==> config.mk <==
export PLATFORM = sky130hd
export DESIGN_NAME = mem_fetch_flat
export DESIGN_NICKNAME = d
export VERILOG_FILES = /design/src/rtl/mem_fetch_if.sv /design/src/rtl/mem_fetch.sv /design/src/flat_wrapper.sv
export SDC_FILE = /design/constraint.sdc
export NUM_CORES = 1
export LEC_CHECK = 0
export CAP_MARGIN = 10
export CORE_AREA = 2 2 122 124
export CTS_CLUSTER_DIAMETER = 120
export CTS_CLUSTER_SIZE = 24
export DETAILED_ROUTE_END_ITERATION = 10
export DIE_AREA = 0 0 124 126
export GPL_TIMING_DRIVEN = 0
export PLACE_DENSITY_LB_ADDON = 0.1
export SYNTH_ARGS = -nofsm -noshare
export SYNTH_HDL_FRONTEND = slang
export SYNTH_SLANG_ARGS = --single-unit
==> constraint.sdc <==
create_clock -name clk -period 5.16 [get_ports clk]
set_input_delay 0.774 -clock clk [delete_from_list [all_inputs] [get_ports clk]]
set_output_delay 0.774 -clock clk [all_outputs]
set_load 0.03 [all_outputs]
==> src/rtl/mem_fetch_if.sv <==
// Bus bundle between the tape register file, the fill engine, data memory
// and the write-back stage.
interface mem_fetch_if #(
  parameter int NCORES = 4
);
  logic [NCORES*35-1:0] rf_in;
  logic                 mem_rd_req;
  logic [15:0]          mem_addr;
  logic                 mem_rd_valid;
  logic [15:0]          mem_rd_data;
  logic                 wb_en_out;
  logic [15:0]          ptr_out;
  logic [15:0]          val_out;

  modport master (
    input  rf_in, mem_rd_valid, mem_rd_data,
    output mem_rd_req, mem_addr, wb_en_out, ptr_out, val_out
  );

  modport slave (
    output rf_in, mem_rd_valid, mem_rd_data,
    input  mem_rd_req, mem_addr, wb_en_out, ptr_out, val_out
  );
endinterface

==> src/rtl/mem_fetch.sv <==
// Memory-side fill engine: round-robin picks a retrieving register-file entry,
// reads its tag from memory and returns the value as a one-cycle write-back.
module mem_fetch #(
  parameter int NCORES = 4
) (
  input  logic       clk,
  input  logic       rst,
  mem_fetch_if.master bus
);

  localparam int IW = (NCORES > 1) ? $clog2(NCORES) : 1;

  typedef enum logic [1:0] {
    S_IDLE,
    S_WAIT,
    S_WB
  } state_e;

  state_e              state_q, state_d;
  logic [IW-1:0]       win_q, win_d;
  logic [IW-1:0]       rr_q, rr_d;
  logic                req_q, req_d;
  logic [15:0]         addr_q, addr_d;
  logic                wb_q, wb_d;
  logic [15:0]         ptr_q, ptr_d;
  logic [15:0]         val_q, val_d;
  logic [NCORES-1:0]   served_q, served_d;
  logic [15:0]         served_tag_q [NCORES];
  logic [15:0]         served_tag_d [NCORES];

  logic [NCORES-1:0]   ent_valid, ent_retr, cand;
  logic [15:0]         ent_tag [NCORES];
  logic [NCORES*17-1:0] unused_fields;
  logic                found;
  logic [IW-1:0]       pick;
  logic [IW-1:0]       rr_next;

  // Field decode; locked and val are for the write-back stage, not for us.
  always_comb begin
    for (int i = 0; i < NCORES; i++) begin
      ent_valid[i]              = bus.rf_in[i*35 + 34];
      ent_retr[i]               = bus.rf_in[i*35 + 33];
      ent_tag[i]                = bus.rf_in[i*35 + 16 +: 16];
      unused_fields[i*17 +: 17] = {bus.rf_in[i*35 + 32], bus.rf_in[i*35 +: 16]};
    end
  end

  assign cand = ent_valid & ent_retr & ~served_q;

  // First candidate at or above rr_q, wrapping.
  always_comb begin
    found = 1'b0;
    pick  = '0;
    for (int k = 0; k < NCORES; k++) begin
      if (!found && cand[(int'(rr_q) + k) % NCORES]) begin
        found = 1'b1;
        pick  = IW'((int'(rr_q) + k) % NCORES);
      end
    end
  end

  assign rr_next = (win_q == IW'(NCORES - 1)) ? '0 : win_q + 1'b1;

  // NOTE: every output of a combinational block gets a default first, so no
  // path through the case statement can leave a latch behind.
  always_comb begin
    state_d = state_q;
    win_d   = win_q;
    rr_d    = rr_q;
    req_d   = req_q;
    addr_d  = addr_q;
    wb_d    = 1'b0;
    ptr_d   = ptr_q;
    val_d   = val_q;
    unique case (state_q)
      S_IDLE: begin
        if (found) begin
          win_d   = pick;
          addr_d  = ent_tag[pick];
          req_d   = 1'b1;
          state_d = S_WAIT;
        end
      end
      S_WAIT: begin
        if (bus.mem_rd_valid) begin
          req_d   = 1'b0;
          ptr_d   = addr_q;
          val_d   = bus.mem_rd_data;
          wb_d    = 1'b1;
          rr_d    = rr_next;
          state_d = S_WB;
        end
      end
      S_WB: begin
        state_d = S_IDLE;
      end
      default: state_d = S_IDLE;
    endcase
  end

  // A returning read marks every entry still asking for that tag, so shared
  // tags cost one fetch. A stale or dropped entry forgets its served mark.
  always_comb begin
    for (int j = 0; j < NCORES; j++) begin
      logic set_j, clr_j;
      set_j = (state_q == S_WAIT) && bus.mem_rd_valid &&
              ent_valid[j] && ent_retr[j] && (ent_tag[j] == addr_q);
      clr_j = !ent_valid[j] || !ent_retr[j] ||
              (served_q[j] && (ent_tag[j] != served_tag_q[j]));
      served_d[j]     = clr_j ? 1'b0 : (set_j ? 1'b1 : served_q[j]);
      served_tag_d[j] = set_j ? ent_tag[j] : served_tag_q[j];
    end
  end

  // NOTE: sequential state uses non-blocking assignments only, so every flop
  // samples the pre-edge value regardless of statement order.
  always_ff @(posedge clk or posedge rst) begin
    if (rst) begin
      state_q  <= S_IDLE;
      win_q    <= '0;
      rr_q     <= '0;
      req_q    <= 1'b0;
      addr_q   <= '0;
      wb_q     <= 1'b0;
      ptr_q    <= '0;
      val_q    <= '0;
      served_q <= '0;
      // NOTE: served_tag is a handful of flops, not a RAM, so it is reset
      // alongside the rest of the state.
      for (int j = 0; j < NCORES; j++) served_tag_q[j] <= '0;
    end else begin
      state_q  <= state_d;
      win_q    <= win_d;
      rr_q     <= rr_d;
      req_q    <= req_d;
      addr_q   <= addr_d;
      wb_q     <= wb_d;
      ptr_q    <= ptr_d;
      val_q    <= val_d;
      served_q <= served_d;
      for (int j = 0; j < NCORES; j++) served_tag_q[j] <= served_tag_d[j];
    end
  end

  assign bus.mem_rd_req = req_q;
  assign bus.mem_addr   = addr_q;
  assign bus.wb_en_out  = wb_q;
  assign bus.ptr_out    = ptr_q;
  assign bus.val_out    = val_q;

endmodule

==> src/flat_wrapper.sv <==
// flat-port wrapper written by rule: the top's interface ports become plain ports
module mem_fetch_flat 
#(
  parameter int NCORES = 4
)
  (clk, rst, bus_rf_in, bus_mem_rd_valid, bus_mem_rd_data, bus_mem_rd_req, bus_mem_addr, bus_wb_en_out, bus_ptr_out, bus_val_out);
  mem_fetch_if #(.NCORES(NCORES)) bus_i ();
  input  logic clk;
  input  logic rst;
  input wire logic [$bits(bus_i.rf_in)-1:0] bus_rf_in;
  input wire logic [$bits(bus_i.mem_rd_valid)-1:0] bus_mem_rd_valid;
  input wire logic [$bits(bus_i.mem_rd_data)-1:0] bus_mem_rd_data;
  output wire logic [$bits(bus_i.mem_rd_req)-1:0] bus_mem_rd_req;
  output wire logic [$bits(bus_i.mem_addr)-1:0] bus_mem_addr;
  output wire logic [$bits(bus_i.wb_en_out)-1:0] bus_wb_en_out;
  output wire logic [$bits(bus_i.ptr_out)-1:0] bus_ptr_out;
  output wire logic [$bits(bus_i.val_out)-1:0] bus_val_out;
  assign bus_i.rf_in = bus_rf_in;
  assign bus_i.mem_rd_valid = bus_mem_rd_valid;
  assign bus_i.mem_rd_data = bus_mem_rd_data;
  assign bus_mem_rd_req = bus_i.mem_rd_req;
  assign bus_mem_addr = bus_i.mem_addr;
  assign bus_wb_en_out = bus_i.wb_en_out;
  assign bus_ptr_out = bus_i.ptr_out;
  assign bus_val_out = bus_i.val_out;
  mem_fetch #(.NCORES(NCORES)) u_core (.clk(clk), .rst(rst), .bus(bus_i));
endmodule
# ---- Yosys cells after proc, flatten, opt, wreduce, memory -nomap -nowiden
# Index checks and enable logic that the tools add are counted.
dict set report totals {
  reg_bits 124
  latch_bits 0
  ram_bits 0
  mem_bits_ro 0
  output_inout_bits 50
  elab_cells 135
  n_memories 0
}
dict set report classes {
  addsub 4
  multipliers 0
  div_mod_pow 0
  n_lt_le_gt_ge 5
  eq_ne 12
  shift 0
  n_mux 39
  bitwise 7
  n_reduce_logical 52
}
# cell count
set op_table {}
lappend op_table {{16-bit == test} 4}
lappend op_table {{16-bit != test} 4}
lappend op_table {{16-bit binary-select mux with 2-bit select} 1}
lappend op_table {{16-bit 2-to-1 mux} 2}
lappend op_table {{1-bit 2-to-1 mux} 23}
lappend op_table {{1-bit logical AND} 20}
lappend op_table {{2-bit 2-to-1 mux} 7}
lappend op_table {{3-bit by 4-bit < comparator with 1-bit output (second input constant)} 3}
lappend op_table {{1-bit zero test} 11}
lappend op_table {{2-bit nonzero test} 5}
lappend op_table {{4-bit AND} 2}
lappend op_table {{1-bit binary-select mux with 2-bit select} 4}
lappend op_table {{1-bit logical OR} 8}
lappend op_table {{2-bit AND reduction} 3}
lappend op_table {{2-bit OR reduction} 3}
lappend op_table {{2-bit by 1-bit adder with 2-bit output (second input constant)} 2}
lappend op_table {{2-bit adder (second input constant)} 2}
lappend op_table {{4-bit inverter} 1}
lappend op_table {{2-bit case mux with 2 select lines} 1}
lappend op_table {{1-bit AND (first input constant)} 3}
lappend op_table {{3-bit greater-or-equal comparator (second input constant)} 1}
lappend op_table {{2-bit by 3-bit < comparator with 1-bit output (second input constant)} 1}
lappend op_table {{2-bit inverter with 3-bit output} 1}
lappend op_table {{3-bit AND reduction} 1}
lappend op_table {{6 further kinds} 6}

# ---- Depth between registers and ports, before layout
dict set report logic_depth {
  depth_word 18
  ltp_mapped 8
  depth_no_buf 5
}

# ---- Worst setup path after synthesis
# Ideal clock, no wire load.
dict set report synth_path {
  kind {in2reg}
  from {input port bus_rf_in[21]}
  to {register u_core.served_tag_q[48] (netlist name)}
  arrival_ns 2.275
  required_ns 5.035
  path_slack_ns 2.760
  path_stages 6
  n_path_buf 1
  cell_sequence {xor2_1 nor4_2 nand3_1 nor4_4 buf_8 mux2_4}
}
dict set report synth_via {
  elab_chain_cells 2
}
# element line_no
set synth_lines {}
lappend synth_lines {{start, declared} flat_wrapper.sv:10} ;# input wire logic [$bits(bus_i.rf_in)-1:0] bus_rf_in;
lappend synth_lines {{16-bit == test} mem_fetch.sv:107} ;# ent_valid[j] && ent_retr[j] && (ent_tag[j] == addr_q);
lappend synth_lines {{1-bit logical AND} mem_fetch.sv:107}
lappend synth_lines {{end, declared} mem_fetch.sv:28} ;# logic [15:0] served_tag_q [NCORES];
# Every way passes these cells.
# A chain may end at the register's enable or synchronous reset.

# ---- Worst setup path after layout
dict set report layout_path {
  from {input port bus_mem_rd_valid}
  to {register u_core.served_tag_q[21] (netlist name)}
}
dict set report layout_via {
  elab_chain_cells 4
}
# element line_no
set layout_lines {}
lappend layout_lines {{start, declared} flat_wrapper.sv:11} ;# input wire logic [$bits(bus_i.mem_rd_valid)-1:0] bus_mem_rd_valid;
lappend layout_lines {{1-bit logical AND (2 in a row)} mem_fetch.sv:106} ;# set_j = (state_q == S_WAIT) && bus.mem_rd_valid &&
lappend layout_lines {{1-bit logical AND (2 in a row)} mem_fetch.sv:107}
# Every way passes these cells.

==> results.txt <==
----------------------------------------------------
[Floorplan]
  Number of primary I/O pins ... 209
  Die ar. ... 15600 µm²
  Floorplan row count ... between 40 and 50
  Initial standard-cell utilization of the core ... 47.3%
  Vert. Die Dim ... 126 µm
  DIE WIDTH ... roughly 120 µm
  Placeable core region ... between 10000 and 15000 µm²

[Clocking]
  Clock transition at the registers of the reported paths ... 0.06 ns
  Number of buffers created by CTS ... 17
  Post-cts hold buffer count ... 0
  TritonCTS clock tree ... built
  Setup Buffers After CTS ... 0
  Buffer levels on the longest clock path ... 2
  Gates resized, CTS repair ... 0
  Clock tree root buffer cell ... clkbuf_16
  Clk sinks ... roughly 120
  H-Tree Depth ... 4
  Clk_lat worst skew ... 0.43 ns

[Layout]
  Post-layout instance count excluding filler cells ... 960
  Most common library cell in the layout ignoring fill and taps ... clkdlybuf4s50_1
  Ratio of cells with drive above 1 in the final layout ... between 15 and 20%
  Final layout net count ... 923
  Area of all placed cells without fillers ... 9100 µm²
  Area delta synth->final ... 34.4%
  Most frequent cells in the layout ... 140 x clkdlybuf4s50_1, 124 x dfrtp_1, 122 x nand2_1
  Antenna cells ... 0

[Synth]
  Synth area leaders ... dfrtp_1 46%, xnor2_1 12%, mux2_2 9.3%
  Sequential-to-total area share from yosys stat ... 45.8%
  Post-synthesis cell count ... ~600
  Number of different library cells in the post-synthesis netlist ... 40
  Net count of the mapped netlist ... 763
  Synth top area share ... between 40% and 50%
  Yosys warnings ... 0
  Cell type contributing the most total cell area after synthesis ... dfrtp_1
  Post-Synthesis Mean Instance Area ... ~11 µm²
  Number of flip-flops and latches in the synthesized netlist ... 124
  Cell area after technology mapping ... 6770 µm²

[Timing]
  Final max-slew violation count ... 0
  Worst Max-Slew Pin Slew ... between 0.6 and 0.7 ns
  Post-route setup TNS ... 0 ns
  Max Clock Skew ... 0.0124 ns
  Minimum period implied by the final worst setup slack ... between 3 and 4 ns
  Achievable clock frequency ... 0.328 GHz
  Setup Viol. Count Final ... 0
  Fraction of the cycle the final worst path needs ... 59.1%
  Final-report hold violation count ... 0
  Setup repair after global routing missed its margin ... no
  Worst Slack Setup Final ... 2.11 ns
  Worst slew slack as a fraction of its limit ... between 50% and 60%

[Global route]
  Overall overflow remaining after global route ... 0
  Maximum number of pins on one net before global-route repair ... 75
  Global-route wire length before repair ... around 30 mm
  Total routing resource utilization after global routing ... between 20 and 30%
  Antenna violations before repair ... 0
  Via count of the first global-routing pass ... 5457

[Route]
  Final routed wire length divided by cell count ... 19.8 µm
  Drt first pass iters ... 5
  Remaining antenna violation count ... 0
  Mean number of vias per cell ... 5.41
  Total wire length ... about 19 mm
  Count of vias placed by the detailed router ... 5191
  Post-route DRC violation count ... 0
  Violation count after the first detailed-route iteration ... 351

[Critical path]
  Critical Path End Type ... register
  Worst Path Required ... 5.47 ns
  Worst path top cell family by delay ... simple AND/OR/NAND/NOR gates
  Reg-to-reg setup timing slack ... 2.39 ns
  Category of the worst setup path launch point ... input pin
  Critical path data arrival time ... 3.36 ns
  Type of the worst setup path ... input pin to register
  CP Buf/Inv Count ... 2
  Peak fanout along the critical path ... 10
  Largest stage delay, worst path ... 0.54 ns
  Crit-path cells ... clkdlybuf4s50_1, nand3b_1, nor4_1, nand4_1, nor4_4, buf_6, mux2_2
  Worst path slowest cell ... nor4_1

[Flow run]
  Max capacitance violation total ... 0

[Power]
  Part of the power in registers ... 28.9%
  Power density over the cells ... 504 nW/µm²
  Net Switching ... 1700 µW
  Switching Fraction ... 37.1%
  Share of total power in the clock network ... 29.6%
  Final Power ... roughly 4600 µW
  Internal power contribution ... 2880 µW
  Worst-case vdd ir drop ... 0.000282 V
  Static Leakage ... 0.00406 µW
  Comb power frac ... between 40% and 50%

[Placement]
  Final RePlAce weighted congestion ... 0.885
  Number of placed instances, taps included ... 928
  Post-Place Worst Slack ... 1.71 ns
  Port Buffer Count ... 140
  Placement Cell Area ... 8430 µm²
  Total half-perimeter wirelength after legalization and detailed placement ... 14.3 mm

[Outcome]
  Status ... finished, final reports clean

[Worst hold path]
  Hold Crit Class ... register to register

----------------------------------------------------
[registers in the layout, summed over array words and instances (netlist names)]
register               cells
u_core.bus.mem_addr       16
u_core.served_q            4
u_core.rr_q                2
u_core.served_tag_q       64
u_core.bus.wb_en_out       1
u_core.state_q             2
u_core.bus.mem_rd_req      1
u_core.bus.ptr_out        16
u_core.bus.val_out        16
u_core.win_q               2
[cells in the mapped netlist, drive strengths merged]
| cell type | number |
|---|---|
| dfrtp | 124 |
| or3 | 2 |
| o22ai | 1 |
| clkbuf | 15 |
| nor2b | 2 |
| nand3b | 3 |
| nand2b | 1 |
| and3b | 4 |
| nand3 | 5 |
| a21oi | 1 |
| inv | 2 |
| a211oi | 3 |
| o32ai | 1 |
| nand2 | 122 |
| xor2 | 35 |
| nand4 | 25 |
| mux2i | 32 |
| clkinv | 1 |
| a21o | 1 |
| ha | 1 |
| nor3 | 2 |
| nand4bb | 1 |
| o31ai | 1 |
| nor4 | 18 |
| xnor2 | 93 |
| o22a | 4 |
| o221ai | 16 |
| nor2 | 1 |
| buf | 21 |
| mux2 | 65 |
[per-stage QoR]
step | util (%) | hold WS, ns
floorplan | - | 0.434
global placement | 58.7 | 0.453
detailed placement | 58.9 | 0.462
CTS | 63.6 | 0.477
global route | 63.6 | 0.489
finish | 63.6 | 0.476
[area by class of cell]
class	count	area, µm²
fillers	1160	5220
multi-input cells	440	3400
flip-flops and latches	124	3100
repair buffers	141	1430
clock buffers	20	447
plain buffers	36	253
well taps	184	230
clock inverters	12	218
inverters	3	16.3
[final timing paths]
| check | start | cells after the start | endpoint |
|---|---|---|---|
| max in group asynchronous | rst | 3 | u_core.served_tag_q[4]$_DFFE_PP0P_ |
| max reg2reg | u_core.bus.mem_addr[7]$_DFFE_PP0P_ | 7 | u_core.served_tag_q[21]$_DFFE_PP0P_ |
| min | u_core.bus.val_out[3]$_DFFE_PP0N_ | 2 | u_core.bus.val_out[3]$_DFFE_PP0N_ |
| max | bus_mem_rd_valid | 7 | u_core.served_tag_q[21]$_DFFE_PP0P_ |
| min reg2reg | u_core.bus.val_out[3]$_DFFE_PP0N_ | 2 | u_core.bus.val_out[3]$_DFFE_PP0N_ |
| min in group asynchronous | rst | 2 | u_core.served_tag_q[44]$_DFFE_PP0P_ |
[power by group through the flow]
| stage | clock, µW | sequential [µW] | combinational [µW] |
|---|---|---|---|
| floorplan | 0 | 1680 | 785 |
| global placement | 0 | 1330 | 1860 |
| detailed placement | 0 | 1340 | 1880 |
| CTS | 1370 | 1330 | 1900 |
| global route | 1420 | 1350 | 2020 |
| finish | 1350 | 1320 | 1900 |
[tightest hold or removal path, delay by kind of cell, from the launching register on]
| kind | cells | cell delay, ns |
|---|---|---|
| flops | 1 | 0.34 |
| simple gates | 2 | 0.11 |
[routing by layer]
layer	global-route usage, %	share of wire, %	vias to the layer above
li1	-	-	2390
met1	34.8	44	2563
met2	40.1	47	202
met3	5.07	6.5	36
met4	9.85	2.7	0
met5	0	0	-
[cells by family (layout without fill, tap and decap cells)]
group	count (synthesis)	after routing	share of synthesized area (%)
XOR/XNOR	128	128	16.6
flip-flops	124	124	45.8
AO/OA/AOI/OAI	28	28	3.53
adder cells (fa/ha/maj)	1	1	0.185
buffers and inverters	39	212	3.90
multiplexers	97	97	16.0
AND/OR/NAND/NOR	186	186	14.0
Power figures use the tool's default switching activity.
